## src/rtl/wb_ppfifo_2_mem.sv

```systemverilog
// wb_ppfifo_2_mem: Wishbone write master that drains a ping-pong FIFO read port into one of
// two host-configured memory banks, one 32-bit word per Wishbone write cycle. Banks fill
// alternately (lowest-index non-full bank first); o_write_finished pulses when a bank fills.
//
// Ports:
//   clk, rst                      clock, synchronous active-high reset
//   i_enable                      core enable
//   i_memory_N_base/_size         bank N base word address / capacity in words
//   i_memory_N_new_data           pulse: clear bank N pointer (re-arm the bank)
//   o_memory_N_count/_full        bank N pointer / pointer >= size
//   o_write_finished              one-cycle pulse when a bank becomes full
//   o_finished_bank               bank index of the last finished pulse
//   o_mem_*/i_mem_*               Wishbone master (write-only; i_mem_dat, i_mem_int ignored)
//   i_ppfifo_*/o_ppfifo_*         ping-pong FIFO read port (rdy/act/size/stb/data)
module wb_ppfifo_2_mem (
  input  logic        clk,
  input  logic        rst,
  input  logic        i_enable,
  input  logic [31:0] i_memory_0_base,
  input  logic [31:0] i_memory_0_size,
  input  logic        i_memory_0_new_data,
  input  logic [31:0] i_memory_1_base,
  input  logic [31:0] i_memory_1_size,
  input  logic        i_memory_1_new_data,
  output logic [31:0] o_memory_0_count,
  output logic [31:0] o_memory_1_count,
  output logic        o_memory_0_full,
  output logic        o_memory_1_full,
  output logic        o_write_finished,
  output logic        o_finished_bank,
  output logic        o_mem_we,
  output logic        o_mem_cyc,
  output logic        o_mem_stb,
  output logic [3:0]  o_mem_sel,
  output logic [31:0] o_mem_adr,
  output logic [31:0] o_mem_dat,
  input  logic [31:0] i_mem_dat,
  input  logic        i_mem_ack,
  input  logic        i_mem_int,
  input  logic        i_ppfifo_rdy,
  output logic        o_ppfifo_act,
  input  logic [23:0] i_ppfifo_size,
  output logic        o_ppfifo_stb,
  input  logic [31:0] i_ppfifo_data
);

  typedef enum logic [2:0] {
    StIdle,
    StGetBank,
    StWriteSetup,
    StWaitAck,
    StPop,
    StFinished
  } state_e;

  state_e      state_q, state_d;
  logic        bank_q, bank_d;
  logic [31:0] ptr0_q, ptr0_d;
  logic [31:0] ptr1_q, ptr1_d;
  logic [23:0] fifo_count_q, fifo_count_d;
  logic        cyc_q, cyc_d;
  logic        stb_q, stb_d;
  logic [31:0] adr_q, adr_d;
  logic [31:0] dat_q, dat_d;
  logic        act_q, act_d;
  logic        pop_q, pop_d;
  logic        fin_q, fin_d;
  logic        fin_bank_q, fin_bank_d;

  logic        full0, full1;
  logic        active_full;
  logic [31:0] active_base, active_ptr;

  // Read data and interrupt are not used by a write-only master.
  logic unused_inputs;
  assign unused_inputs = ^{i_mem_dat, i_mem_int};

  assign full0       = (ptr0_q >= i_memory_0_size);
  assign full1       = (ptr1_q >= i_memory_1_size);
  assign active_full = bank_q ? full1 : full0;
  assign active_base = bank_q ? i_memory_1_base : i_memory_0_base;
  assign active_ptr  = bank_q ? ptr1_q : ptr0_q;

  assign o_memory_0_count = ptr0_q;
  assign o_memory_1_count = ptr1_q;
  assign o_memory_0_full  = full0;
  assign o_memory_1_full  = full1;
  assign o_write_finished = fin_q;
  assign o_finished_bank  = fin_bank_q;
  assign o_mem_we         = cyc_q;
  assign o_mem_cyc        = cyc_q;
  assign o_mem_stb        = stb_q;
  assign o_mem_sel        = 4'b1111;
  assign o_mem_adr        = adr_q;
  assign o_mem_dat        = dat_q;
  assign o_ppfifo_act     = act_q;
  assign o_ppfifo_stb     = pop_q;

  always_comb begin
    state_d      = state_q;
    bank_d       = bank_q;
    ptr0_d       = ptr0_q;
    ptr1_d       = ptr1_q;
    fifo_count_d = fifo_count_q;
    cyc_d        = cyc_q;
    stb_d        = stb_q;
    adr_d        = adr_q;
    dat_d        = dat_q;
    act_d        = act_q;
    pop_d        = 1'b0;
    fin_d        = 1'b0;
    fin_bank_d   = fin_bank_q;

    unique case (state_q)
      StIdle: begin
        cyc_d = 1'b0;
        stb_d = 1'b0;
        if (i_enable) state_d = StGetBank;
      end
      StGetBank: begin
        if (!i_enable) begin
          state_d = StIdle;
        end else if (!full0) begin
          bank_d  = 1'b0;
          state_d = StWriteSetup;
        end else if (!full1) begin
          bank_d  = 1'b1;
          state_d = StWriteSetup;
        end
      end
      StWriteSetup: begin
        if (active_full) begin
          cyc_d   = 1'b0;
          state_d = StFinished;
        end else if (!i_enable) begin
          // The FIFO buffer stays held so re-enabling resumes mid-buffer.
          cyc_d   = 1'b0;
          state_d = StIdle;
        end else if (!act_q) begin
          cyc_d = 1'b0;
          if (i_ppfifo_rdy) begin
            act_d        = 1'b1;
            fifo_count_d = '0;
          end
        end else if (fifo_count_q >= i_ppfifo_size) begin
          act_d = 1'b0;
          cyc_d = 1'b0;
        end else begin
          dat_d   = i_ppfifo_data;
          adr_d   = active_base + active_ptr;
          cyc_d   = 1'b1;
          stb_d   = 1'b1;
          state_d = StWaitAck;
        end
      end
      StWaitAck: begin
        if (i_mem_ack && stb_q) begin
          stb_d        = 1'b0;
          pop_d        = 1'b1;
          fifo_count_d = fifo_count_q + 24'd1;
          if (bank_q) ptr1_d = ptr1_q + 32'd1;
          else        ptr0_d = ptr0_q + 32'd1;
          state_d = StPop;
        end
      end
      StPop: begin
        state_d = StWriteSetup;
      end
      StFinished: begin
        fin_d      = 1'b1;
        fin_bank_d = bank_q;
        state_d    = StGetBank;
      end
      default: state_d = StIdle;
    endcase

    // Host re-arm wins over a same-cycle increment.
    if (i_memory_0_new_data) ptr0_d = '0;
    if (i_memory_1_new_data) ptr1_d = '0;
  end

  always_ff @(posedge clk) begin
    if (rst) begin
      state_q      <= StIdle;
      bank_q       <= 1'b0;
      ptr0_q       <= '0;
      ptr1_q       <= '0;
      fifo_count_q <= '0;
      cyc_q        <= 1'b0;
      stb_q        <= 1'b0;
      adr_q        <= '0;
      dat_q        <= '0;
      act_q        <= 1'b0;
      pop_q        <= 1'b0;
      fin_q        <= 1'b0;
      fin_bank_q   <= 1'b0;
    end else begin
      state_q      <= state_d;
      bank_q       <= bank_d;
      ptr0_q       <= ptr0_d;
      ptr1_q       <= ptr1_d;
      fifo_count_q <= fifo_count_d;
      cyc_q        <= cyc_d;
      stb_q        <= stb_d;
      adr_q        <= adr_d;
      dat_q        <= dat_d;
      act_q        <= act_d;
      pop_q        <= pop_d;
      fin_q        <= fin_d;
      fin_bank_q   <= fin_bank_d;
    end
  end

endmodule

```

## config.mk

```make
export PLATFORM = sky130hd
export DESIGN_NAME = wb_ppfifo_2_mem
export DESIGN_NICKNAME = d
export VERILOG_FILES = /design/src/rtl/wb_ppfifo_2_mem.sv
export SDC_FILE = /design/constraint.sdc
export NUM_CORES = 1
export LEC_CHECK = 0
export BUFFER_PORTS_ARGS = -buffer_cell sky130_fd_sc_hd__buf_2
export CORE_MARGIN = 1.5
export CORE_UTILIZATION = 30
export CTS_CLUSTER_DIAMETER = 150
export CTS_CLUSTER_SIZE = 40
export DETAILED_ROUTE_END_ITERATION = 10
export HOLD_SLACK_MARGIN = 0.08
export SLEW_MARGIN = 5
export SYNTH_ARGS = -nofsm -noshare
export SYNTH_HDL_FRONTEND = slang
export SYNTH_SLANG_ARGS = --single-unit
```

## constraint.sdc

```tcl
create_clock -name clk -period 4.35 [get_ports clk]
set_input_delay 0.6525 -clock clk [delete_from_list [all_inputs] [get_ports clk]]
set_output_delay 0.6525 -clock clk [all_outputs]
set_load 0.05 [all_outputs]
```

* After elaboration in Yosys (flattened, before gate mapping)
Cells that the tools add are included.
Storage, ports and cells: register bits 162
Operators by class: add/subtract/negate cells 4, $lt $le $gt $ge 3, equality and inequality tests 17, mux-type cells 36, bitwise logic cells 4, reduce and logical (&&, ||, !) cells 16
Operator list (number):
- 24-bit two-way mux | 5
- 32-bit by 1-bit adder with 32-bit output, second input constant | 2
- 32-bit greater-or-equal comparator | 2
- 32-bit two-way mux | 2
- 24-bit case mux with 2 select lines | 1
- 32-bit adder | 1
- 3-bit two-way mux | 9
- 24-bit by 1-bit adder with 24-bit output, second input constant | 1
- 24-bit greater-or-equal comparator | 1
- 2-bit != test, second input constant | 9
- 3-bit case mux with 6 select lines | 1
- 1-bit two-way mux | 16
- 4-bit != test, second input constant | 3
- 3-bit AND reduction | 4
- 6-bit AND reduction | 2
- 5-bit AND reduction | 2
- 3-bit by 2-bit equality test with 1-bit output, second input constant | 2
- 3-bit equality test, second input constant | 2
- 2-bit OR reduction | 3
- 1-bit NOT | 4
- 2-bit nonzero test | 2
- 3-bit by 1-bit equality test with 1-bit output, second input constant | 1
- 3-bit logical NOT | 1
- 1-bit case mux with 3 select lines | 1
- 3 further kinds | 3

* Longest topological paths before layout
Gate-level depths: netlist (run 1).
depth after elaboration 6, depth in mapped cells 16, mapped depth without buffers 14

* Worst setup path after synthesis (run 1)
Ideal clock, no wire load.
path type flip-flop to flip-flop, start point register bank_q, end point register adr_q[30], in the netlist o_mem_adr[30], arrival time 3.766 ns, slack 0.462 ns, stages on the path, launching flop included 14, period minus slack after synthesis 3.888 ns, cells stage by stage dfxtp_1 > clkbuf_1 > clkbuf_1 > mux2_2 > ha_1 > a21o_1 > a21o_1 > a2111o_1 > a211oi_2 > o31ai_1 > a221oi_1 > o21ai_0 > nor4b_1 > a311o_1
On the way: cells in the longest elaborated chain, start to end 3
Ends and longest elaborated chain:
- from (decl) | RTL line 57 | logic bank_q, bank_d;
- from (signal assigned) | RTL line 199 | bank_q <= bank_d;
- parallel branches: the longest is 3 deep, another holds 32-bit adder
- to (signal assigned) | RTL line 205 | adr_q <= adr_d;
- to (decl) | RTL line 63 | logic [31:0] adr_q, adr_d;
Several ways; the timed one is not identified. A chain may end at the register's enable or synchronous reset.

* Worst setup path after layout (run 1)
Ends and elaborated chain as after synthesis.

==> results of run 1 <==
sequential cells by signal, summed over array words and instances, names as in the netlist:
name / count
o_finished_bank: 1
fifo_count_q: 24
o_mem_stb: 1
o_write_finished: 1
bank_q: 1
o_memory_1_count: 32
o_mem_cyc: 1
o_mem_dat: 32
state_q: 3
o_mem_adr: 32
o_ppfifo_act: 1
o_ppfifo_stb: 1
o_memory_0_count: 32
metal layers:
metal | global-route usage, % | vias up | wire, um
li1 | - | 5558 | -
met1 | 23.2 | 5141 | 15900
met2 | 32.7 | 348 | 17800
met3 | 3.30 | 38 | 2020
met4 | 5.46 | 0 | 692
met5 | 0 | - | 0
power groups by stage:
stage	clock (mW)	sequential [mW]	combinational, mW
after floorplan	0	1.58	0.527
after global placement	0	1.60	0.758
after detailed placement	0	1.60	0.769
after CTS	1.57	1.57	0.776
after global routing	1.62	1.56	0.880
final	1.54	1.56	0.802
layout make-up:
class	instances	area, um^2	area share [%]
Antenna cell	1	2.50	0.0180
Clock buffer	21	470	3.39
Clock inverter	9	106	0.767
Inverter	103	387	2.79
Multi-Input combinational cell	1091	7230	52.1
Sequential cell	162	3250	23.4
Tap cell	468	586	4.22
Timing Repair Buffer	351	1850	13.3
cell usage in the layout, fill, tap and decap left out, types with 5 or more instances in the layout:
| cell | count |
|---|---|
| buf_4 | 22 |
| or4_1 | 8 |
| nand4_1 | 31 |
| mux2i_1 | 12 |
| or3_1 | 21 |
| clkbuf_16 | 17 |
| and3_1 | 22 |
| o211ai_1 | 11 |
| o21ai_0 | 54 |
| o31ai_1 | 5 |
| nor2b_1 | 11 |
| ha_1 | 122 |
| dfxtp_1 | 161 |
| or2_2 | 5 |
| mux2_2 | 58 |
| a21o_1 | 15 |
| xnor2_1 | 35 |
| nand3b_1 | 7 |
| inv_1 | 103 |
| nor2_1 | 106 |
| nand2_1 | 207 |
| and4_1 | 5 |
| xor2_1 | 43 |
| a211oi_1 | 17 |
| o21a_1 | 5 |
| a21oi_1 | 141 |
| nand2b_1 | 11 |
| a31oi_1 | 7 |
| nor3_1 | 30 |
| o21bai_1 | 5 |
| buf_2 | 327 |
| nand3_1 | 46 |
cells by family after synthesis:
group,Yosys count,synth area share (%)
adder cells (fa/ha/maj),123,14.0
buffers and inverters,157,5.74
multiplexers,70,6.98
AND/OR/NAND/NOR,526,22.3
AO/OA/AOI/OAI,290,15.6
XOR/XNOR,78,6.17
flip-flops,162,29.3
other,1,0.0339
stage by stage:
stage               cell area [um^2]  total power [mW]  hold WS [ns]
floorplan                      11100              2.11         0.446
global placement               13300              2.36         0.439
detailed placement             13300              2.37         0.443
CTS                            13800              3.92         0.414
global route                   13900              4.07         0.435
finish                         13900              3.90         0.446
worst max path at each step:
stage | startpoint | to | slack (ns) | cells past startpoint
after floorplan | bank_q | o_mem_adr[30] | 0.46 | 13
after global placement | bank_q | o_mem_adr[30] | 0.39 | 12
after detailed placement | bank_q | o_mem_adr[30] | 0.33 | 12
after CTS | bank_q | o_mem_adr[30] | 0.31 | 12
after global routing | bank_q | o_mem_adr[30] | 0.10 | 13
final | bank_q | o_mem_adr[30] | 0.44 | 13
worst reg2reg max path, cell delays in order (launching register included):
cell and delay, ns:
dfxtp_4 0.57, buf_4 0.25, mux2_2 0.37, ha_1 0.36
a21oi_1 0.16, o21ai_0 0.19, a32o_1 0.30, a211oi_2 0.27
o31ai_1 0.12, buf_4 0.15, a221oi_1 0.39, o21ai_0 0.17
nor4b_1 0.17, a311o_1 0.34
==> qor.yml, run 1 <==
run_status:
  status: "complete, no violations"
cts:
  numClockSinks: 162
  root_buffer: "clkbuf_16"
  h-tree-depth: 4
  cts_buffers: 17
  path_clk_slew_ns: 0.07
  cts_setup_buffers: 0
  clk_latency_ns: 0.44
  cts_buffer_depth: 2
  cts_resized: 0
  holdBufCountCts: 0
  cts_tree: "yes"
layout:
  finish.utilization_pct: 38.1
  instances_no_fill: 2206
  nNetsFinal: 2073
  area_growth_pct: 25.2
  fillers: 3833
  drive_above_1_share_pct: 26.1
pwr:
  pwr-share-seq_pct: 40.0
  power.internal_mw: 2.73
  power.density_nw_per_um2: 281
  swShare_pct: 29.9
  p_leak_nw: 6.51
  p_clk_share_pct: 39.4
  ir_drop_uv: 278
  switchingPower_mw: 1.17
  pwr-share-comb_pct: 20.6
critical_path:
  worstSetupPathType: "flip-flop to flip-flop"
  r2r_end: "o_mem_adr[30]"
  critical-path-top-delay-family: "compound AO/OA/AOI/OAI gates"
  timing.rr.start: "bank_q"
  cp_num_buf_inv: 2
  cp_cell_sequence: "buf_4, mux2_2, ha_1, a21oi_1, o21ai_0, a32o_1, a211oi_2, o31ai_1, buf_4, a221oi_1, o21ai_0, nor4b_1, a311o_1"
  crit_fanout: 19
  crit_slowest_cell: "dfxtp_4"
  rr_worst_depth: 13
  cp_slowest_stage_delay_ns: 0.57
  endpoint_kind: "flip-flop"
  reg2reg_slack_ns: 0.44
  critPathArrivalTime_ns: 4.24
  crit_path_start_kind: "flip-flop"
  critPathRequiredTime_ns: 4.68
die:
  die_h_um: 195
  coreArea_um2: 36400
  row_count: 70
  die_area_um2: 38100
  die_w_um: 195
  start_util_pct: 30.4
  pin_count: 365
drt:
  drtPass1Iterations: 4
  ant_nets: 0
  routed_wl_mm: 36.4
  vias_per_cell: 5.02
  wire_per_inst_um: 16.5
  vias: 11100
  drcViolationCount: 0
  drt_iter0_drc: 594
synthesis:
  synth_warnings: 0
  synth_commonest_cells: "nand2_1 (207), dfxtp_1 (162), a21oi_1 (142)"
  ys.flop_type: "dfxtp_1"
  netlist_instances: 1407
  ys_top_cells_by_area: "dfxtp_1 (29%), ha_1 (14%), nand2_1 (7.0%)"
  avgSynthCellArea_um2: 7.87
  synth-seq-cells: 162
  yosysTopAreaCell: "dfxtp_1"
  yosysMostFrequentCell: "nand2_1"
  ys_seq_area_share_pct: 29.3
  yosysUniqueCellTypes: 64
  yosysTopAreaCellShare_pct: 29.3
  syn-cell-area_um2: 11100
  synth-async-reset-ratio_pct: 0
  synth_edf_count: 0
placed_design:
  post-place-ws_ns: 0.332
  hpwl_mm: 28.8
  gp_congestion: 0.880
  portBuffers: 327
  dpl.cell_count: 2174
sta:
  hold_viol: 0
  tightestPinTransition_ns: 0.667
  fin_skew_ns: 0.00992
  slew_headroom_pct: 55.5
  fin_ws_ns: 0.442
  timing.fmax_mhz: 256
  tns_ns: 0
  setup_violations: 0
  fin_crit_ns: 3.91
  finalMaxSlewViolations: 0
  rsz0062_at_grt: "no"
  fin_crit_sh_pct: 89.8
min_path:
  whs_endpoint: "o_mem_dat[17]"
  min-delay-start: "i_ppfifo_data[17]"
  whs_path_depth: 3
  hold_path.class: "input port to flip-flop"
grt:
  antenna_found_initial: 0
  gr-total-overflow: 0
  grt_max_degree: 63
  grt_pass1_wl_mm: 55.5
  grt_pass1_vias: 10400
  grt_util_all_layers_pct: 18.6
job:
  cap_violations: 0
(Power assumes the default switching activity.)
==> inputs of run 2 (changes only) <==
--- a/config.mk
+++ b/config.mk
@@ -12,6 +12,7 @@
 export CTS_CLUSTER_SIZE = 40
 export DETAILED_ROUTE_END_ITERATION = 10
 export HOLD_SLACK_MARGIN = 0.08
+export RECOVER_POWER = 100
 export SLEW_MARGIN = 5
 export SYNTH_ARGS = -nofsm -noshare
 export SYNTH_HDL_FRONTEND = slang
==> run 2 against run 1 <==
Effect of this change: clock power about the same; fmax decreased by 0.51%; core utilization decreased by 0.59 points; critical path type unchanged.
==> qor.yml, run 2 (synthesis gave the netlist of run 1 again) <==
grt:
  grt_util_all_layers_pct: 18.6  # unchanged
  grt_pass1_vias: 10400  # unchanged
  busiest_layer: "met2"
  gr-total-overflow: 0  # unchanged
  use_met3_pct: 3.30  # unchanged
  met2_usage_pct: 32.7  # unchanged
  grt_max_degree: 63  # unchanged
  use_met1_pct: 23.2  # unchanged
  antenna_found_initial: 0  # unchanged
  grt_pass1_wl_mm: 55.5  # unchanged
drt:
  wire_per_inst_um: 16.5  # about the same
  ant_nets: 0  # unchanged
  drtPass1Iterations: 5  # +1
  routed_wl_mm: 36.4  # about the same
  drcViolationCount: 0  # unchanged
  vias: 11100  # +0.063%
  drt_iter0_drc: 552  # -7.1%
  vias_per_cell: 5.03  # about the same
critical_path:
  cp_cell_sequence: "mux2_2, ha_1, a21o_1, a21o_1, a2111o_1, a211oi_2, o31ai_1, clkbuf_1, a221oi_1, o21ai_0, nor4b_1, a311o_1"
  path_common_cell: "a21o_1"
  crit_path_start_kind: "flip-flop"
  endpoint_kind: "flip-flop"
  reg2reg_slack_ns: 0.42  # -0.02 ns
  cp_slowest_stage_delay_ns: 0.57  # about the same
  crit_slowest_cell: "dfxtp_4"
  crit_fanout: 19  # unchanged
  critPathRequiredTime_ns: 4.68  # about the same
  critPathArrivalTime_ns: 4.26  # +0.02 ns
  worstSetupPathType: "flip-flop to flip-flop"
layout:
  multi_input_area_um2: 7210  # -0.19%
  fillers: 3896  # +1.6%
  layout_commonest_cell: "nand2_1"
  layout_common_cells: "nand2_1 (207), buf_2 (190), dfxtp_1 (161), a21oi_1 (141), clkbuf_1 (141)"
  register_area_um2: 3250  # unchanged
  area_growth_pct: 23.3
  nNetsFinal: 2073  # unchanged
  drive_above_1_share_pct: 17.9  # -8.2 points
placed_design:
  post-place-ws_ns: 0.332  # unchanged
  gp_congestion: 0.880  # unchanged
  hpwl_mm: 28.8  # unchanged
  portBuffers: 327  # unchanged
sta:
  rsz0062_at_grt: "no"
  fin_skew_ns: 0.00988  # -0.0000414 ns
  tns_ns: 0  # unchanged
  fin_crit_ns: 3.93  # +0.0201 ns
  tightestPinTransition_ns: 0.721  # +0.0545 ns
  hold_viol: 0  # unchanged
  setup_violations: 0  # unchanged
  finalMaxSlewViolations: 0  # unchanged
  fin_ws_ns: 0.422  # -0.0201 ns
  slew_headroom_pct: 52.1  # -3.4 points
  timing.fmax_mhz: 255  # -0.51%
  fin_crit_sh_pct: 90.3  # +0.46 points
cts:
  holdBufCountCts: 0  # unchanged
  h-tree-depth: 4  # unchanged
  cts_buffers: 17  # unchanged
  cts_resized: 0  # unchanged
  cts_setup_buffers: 0  # unchanged
  clk_latency_ns: 0.44  # about the same
  numClockSinks: 162  # unchanged
  root_buffer: "clkbuf_16"
  cts_tree: "yes"
  cts_buffer_depth: 2  # unchanged
  path_clk_slew_ns: 0.07  # about the same
die:
  die_h_um: 195  # unchanged
  start_util_pct: 30.4  # unchanged
  pin_count: 365  # unchanged
  coreArea_um2: 36400  # unchanged
  die_area_um2: 38100  # unchanged
  die_w_um: 195  # unchanged
  row_count: 70  # unchanged
run_status:
  status: "complete, no violations"
pwr:
  ir_drop_uv: 279  # +0.27%
  power.density_nw_per_um2: 285  # +1.3%
  p_leak_nw: 5.88  # -9.6%
job:
  cap_violations: 0  # unchanged
min_path:
  hold_path.class: "input port to flip-flop"
-- run 2: cell count changes in the layout (fill, tap and decap cells not counted), sizes merged --
cell,delta
buf,-143
clkbuf,+143
-- run 2: per-stage QoR --
step / total power [mW] / hold slack (ns) / instance area [um^2] / util, % / instances
6_report: 3.89 / 0.445 / 13700 / 37.5 / 2206
5_1_grt: 4.05 / 0.435 / 13700 / 37.5 / 2205
4_1_cts: 3.92 / 0.414 / 13800 / 38.0 / 2204
3_5_place_dp: 2.37 / 0.443 / 13300 / 36.4 / 2174
3_3_place_gp: 2.36 / 0.439 / 13300 / 36.4 / 2174
2_1_floorplan: 2.11 / 0.446 / 11100 / - / 1410
-- run 2: layout make-up --
type	instances	area share, %
multi-input cells	1091	52.8
flip-flops and latches	162	23.8
repair buffers	351	12.1
well taps	468	4.29
clock buffers	21	3.44
inverters	103	2.83
clock inverters	9	0.779
diodes	1	0.0183
-- run 2: critical path: cells and delay by family (launching register included) --
kind	cells	cell delay, ns
flops	1	0.57
compound gates	8	2.10
buf+inv	1	0.14
mux	1	0.43
simple gates	1	0.17
fa+ha+maj	1	0.40
-- run 2: final timing paths --
path	startpoint	to	depth (start not counted)
worst max-delay path	bank_q	o_mem_adr[30]	12
worst min register to register	o_mem_dat[6]	o_mem_dat[6]	2
worst max register to register	bank_q	o_mem_adr[30]	12
worst min-delay path	i_ppfifo_data[4]	o_mem_dat[4]	3
-- run 2: report_power, final --
part	switching [mW]	leakage, nW	total, mW	internal (mW)
logic	0.457	4.30	0.792	0.334
clock network	0.651	0.277	1.53	0.883
registers	0.0553	1.31	1.56	1.51
total	1.16	5.88	3.89	2.72
-- run 2: routing by layer --
layer	wire [um]	vias up
li1	-	5555
met1	15900	5152
met2	17800	347
met3	2090	38
met4	682	0
met5	0	-
==> inputs of run 3 (changes only) <==
--- a/config.mk
+++ b/config.mk
@@ -7,12 +7,14 @@
 export LEC_CHECK = 0
 export BUFFER_PORTS_ARGS = -buffer_cell sky130_fd_sc_hd__buf_2
 export CORE_MARGIN = 1.5
-export CORE_UTILIZATION = 30
+export CORE_UTILIZATION = 52
 export CTS_CLUSTER_DIAMETER = 150
 export CTS_CLUSTER_SIZE = 40
 export DETAILED_ROUTE_END_ITERATION = 10
 export HOLD_SLACK_MARGIN = 0.08
+export PLACE_DENSITY = 0.82
 export RECOVER_POWER = 100
+export SKIP_CTS_REPAIR_TIMING = 1
 export SLEW_MARGIN = 5
 export SYNTH_ARGS = -nofsm -noshare
 export SYNTH_HDL_FRONTEND = slang
==> run 3 against run 2 <==
Effect of this change: clock power increased by 5%; non-clock buffer count fell by 11; count of clock-buffer cells in the layout shrank 2; critical path depth unchanged; fmax fell by 4.7%.
==> qor.yml, run 3 (synthesis gave the netlist of run 1 again) <==
pwr:
  power.density_nw_per_um2: 293  # +3.0%
  p_leak_nw: 5.85  # -0.57%
  ir_drop_uv: 247  # -12%
  finalPower_mw: 3.92  # +0.87%
layout:
  layout_common_cells: "nand2_1 (207), buf_2 (190), dfxtp_1 (161), a21oi_1 (142), clkbuf_1 (141)"
  instances_no_fill: 2003  # -9.2%
  fin_area_um2: 13400  # -2.1%
  fillers: 1912  # -51%
  layout_commonest_cell: "nand2_1"
  area_growth_pct: 20.7
  antenna_cells: 0  # -1
  drive_above_1_share_pct: 17.5  # -0.43 points
  finish.utilization_pct: 63.8  # +26 points
  nNetsFinal: 2062  # -0.53%
grt:
  met2_usage_pct: 51.1  # +18 points
  grt_pass1_vias: 10400  # -0.54%
  grt_util_all_layers_pct: 28.9  # +10 points
  grt_pass1_wl_mm: 50.8  # -8.5%
  grt_max_degree: 66  # +4.8%
  antenna_found_initial: 0  # unchanged
  busiest_layer: "met2"
  use_met3_pct: 4.53  # +1.2 points
  use_met1_pct: 35.3  # +12 points
  gr-total-overflow: 0  # unchanged
drt:
  drcViolationCount: 0  # unchanged
  wire_per_inst_um: 16.4  # -0.85%
  routed_wl_mm: 32.8  # -10%
  vias_per_cell: 5.57  # +11%
  ant_nets: 0  # unchanged
  vias: 11200  # +0.60%
  drtPass1Iterations: 5  # unchanged
  drt_iter0_drc: 701  # +27%
critical_path:
  reg2reg_slack_ns: 0.23  # -0.19 ns
  endpoint_kind: "flip-flop"
  crit_path_start: "o_memory_1_count[0]"
  rr_worst_depth: 12  # unchanged
  critPathArrivalTime_ns: 4.42  # +0.16 ns
  crit_fanout: 38  # +19
  worstSetupPathType: "flip-flop to flip-flop"
  r2r_end: "fifo_count_q[16]"
  timing.rr.start: "o_memory_1_count[0]"
  critPathRequiredTime_ns: 4.65  # -0.03 ns
  crit_path_start_kind: "flip-flop"
  crit_end: "fifo_count_q[16]"
min_path:
  min-delay-start: "o_mem_adr[24]"
  hold_path.class: "flip-flop to flip-flop"
sta:
  rsz0062_at_grt: "no"
  fin_ws_ns: 0.228  # -0.193 ns
  slew_headroom_pct: 7.62  # -44 points
  tns_ns: 0  # unchanged
  whs_ns: 0.450  # +0.00474 ns
  finalMaxSlewViolations: 0  # unchanged
  timing.fmax_mhz: 243  # -4.7%
  tightestPinTransition_ns: 1.39  # +0.664 ns
  fin_crit_ns: 4.12  # +0.193 ns
  hold_viol: 0  # unchanged
  fin_skew_ns: 0.0144  # +0.00456 ns
  setup_violations: 0  # unchanged
  fin_crit_sh_pct: 94.8  # +4.4 points
cts:
  cts_buffers: 17  # unchanged
  cts_buffer_depth: 2  # unchanged
  root_buffer: "clkbuf_16"
  cts_tree: "yes"
  clk_latency_ns: 0.43  # about the same
  path_clk_slew_ns: 0.06  # about the same
  h-tree-depth: 4  # unchanged
  numClockSinks: 162  # unchanged
placed_design:
  portBuffers: 327  # unchanged
  post-place-ws_ns: 0.273  # -0.0586 ns
  dpl.cell_count: 1970  # -9.4%
  hpwl_mm: 25.5  # -12%
  dpl_cell_area_um2: 12900  # -2.4%
  gp_congestion: 0.931  # +5.9%
die:
  die_h_um: 149  # -24%
  row_count: 53  # -24%
  pin_count: 365  # unchanged
  coreArea_um2: 21000  # -42%
  start_util_pct: 52.9  # +22 points
  die_w_um: 149  # -24%
  die_area_um2: 22200  # -42%
run_status:
  status: "complete, no violations"
job:
  cap_violations: 0  # unchanged
run 3: cell types whose count changed in the layout (fill, tap and decap cells not counted), sizes merged:
cell,change
clkinv,+1
diode,-1
inv,+4
buf,-12
bufinv,+1
clkinvlp,-2
clkbuf,-1
run 3: how the worst min path moves through the flow:
stage	endpoint	cells after the start	slack, ns
detailed placement	o_mem_adr[5]	2	0.44
finish	o_mem_adr[24]	2	0.45
global placement	o_mem_adr[24]	2	0.44
global route	o_mem_dat[1]	3	0.45
floorplan	fifo_count_q[23]	2	0.45
CTS	o_mem_dat[2]	3	0.45
run 3: metal layers:
layer,share of wire (%),wire (um),vias to the layer above
li1,-,-,5536
met1,41,13600,5163
met2,50,16300,397
met3,5.9,1930,63
met4,3.1,1010,0
met5,0,0,-
run 3: cell type report:
type / count / area [um^2] / area share (%)
clock buffers: 19 / 453 / 3.39
clock inverters: 13 / 171 / 1.28
inverters: 103 / 387 / 2.89
multi-input cells: 1091 / 7220 / 54.0
flip-flops and latches: 162 / 3250 / 24.3
well taps: 275 / 344 / 2.57
repair buffers: 340 / 1550 / 11.6
run 3: critical path, cell delays in order (launching register included):
cell      delay [ns]
dfxtp_1         0.44
inv_1           0.12
ha_1            0.28
nor2b_1         0.04
o21ai_1         0.19
a21oi_1         0.11
or4_1           0.52
a41o_1          0.36
a22o_1          0.35
a21oi_1         0.16
clkbuf_1        1.03
nor4bb_1        0.22
mux2i_1         0.18
run 3: power breakdown:
group          switching (mW)  leakage [nW]  internal [mW]
clock                   0.655         0.307          0.946
sequential             0.0570          1.31           1.51
combinational           0.433          4.24          0.325
total                    1.14          5.85           2.78
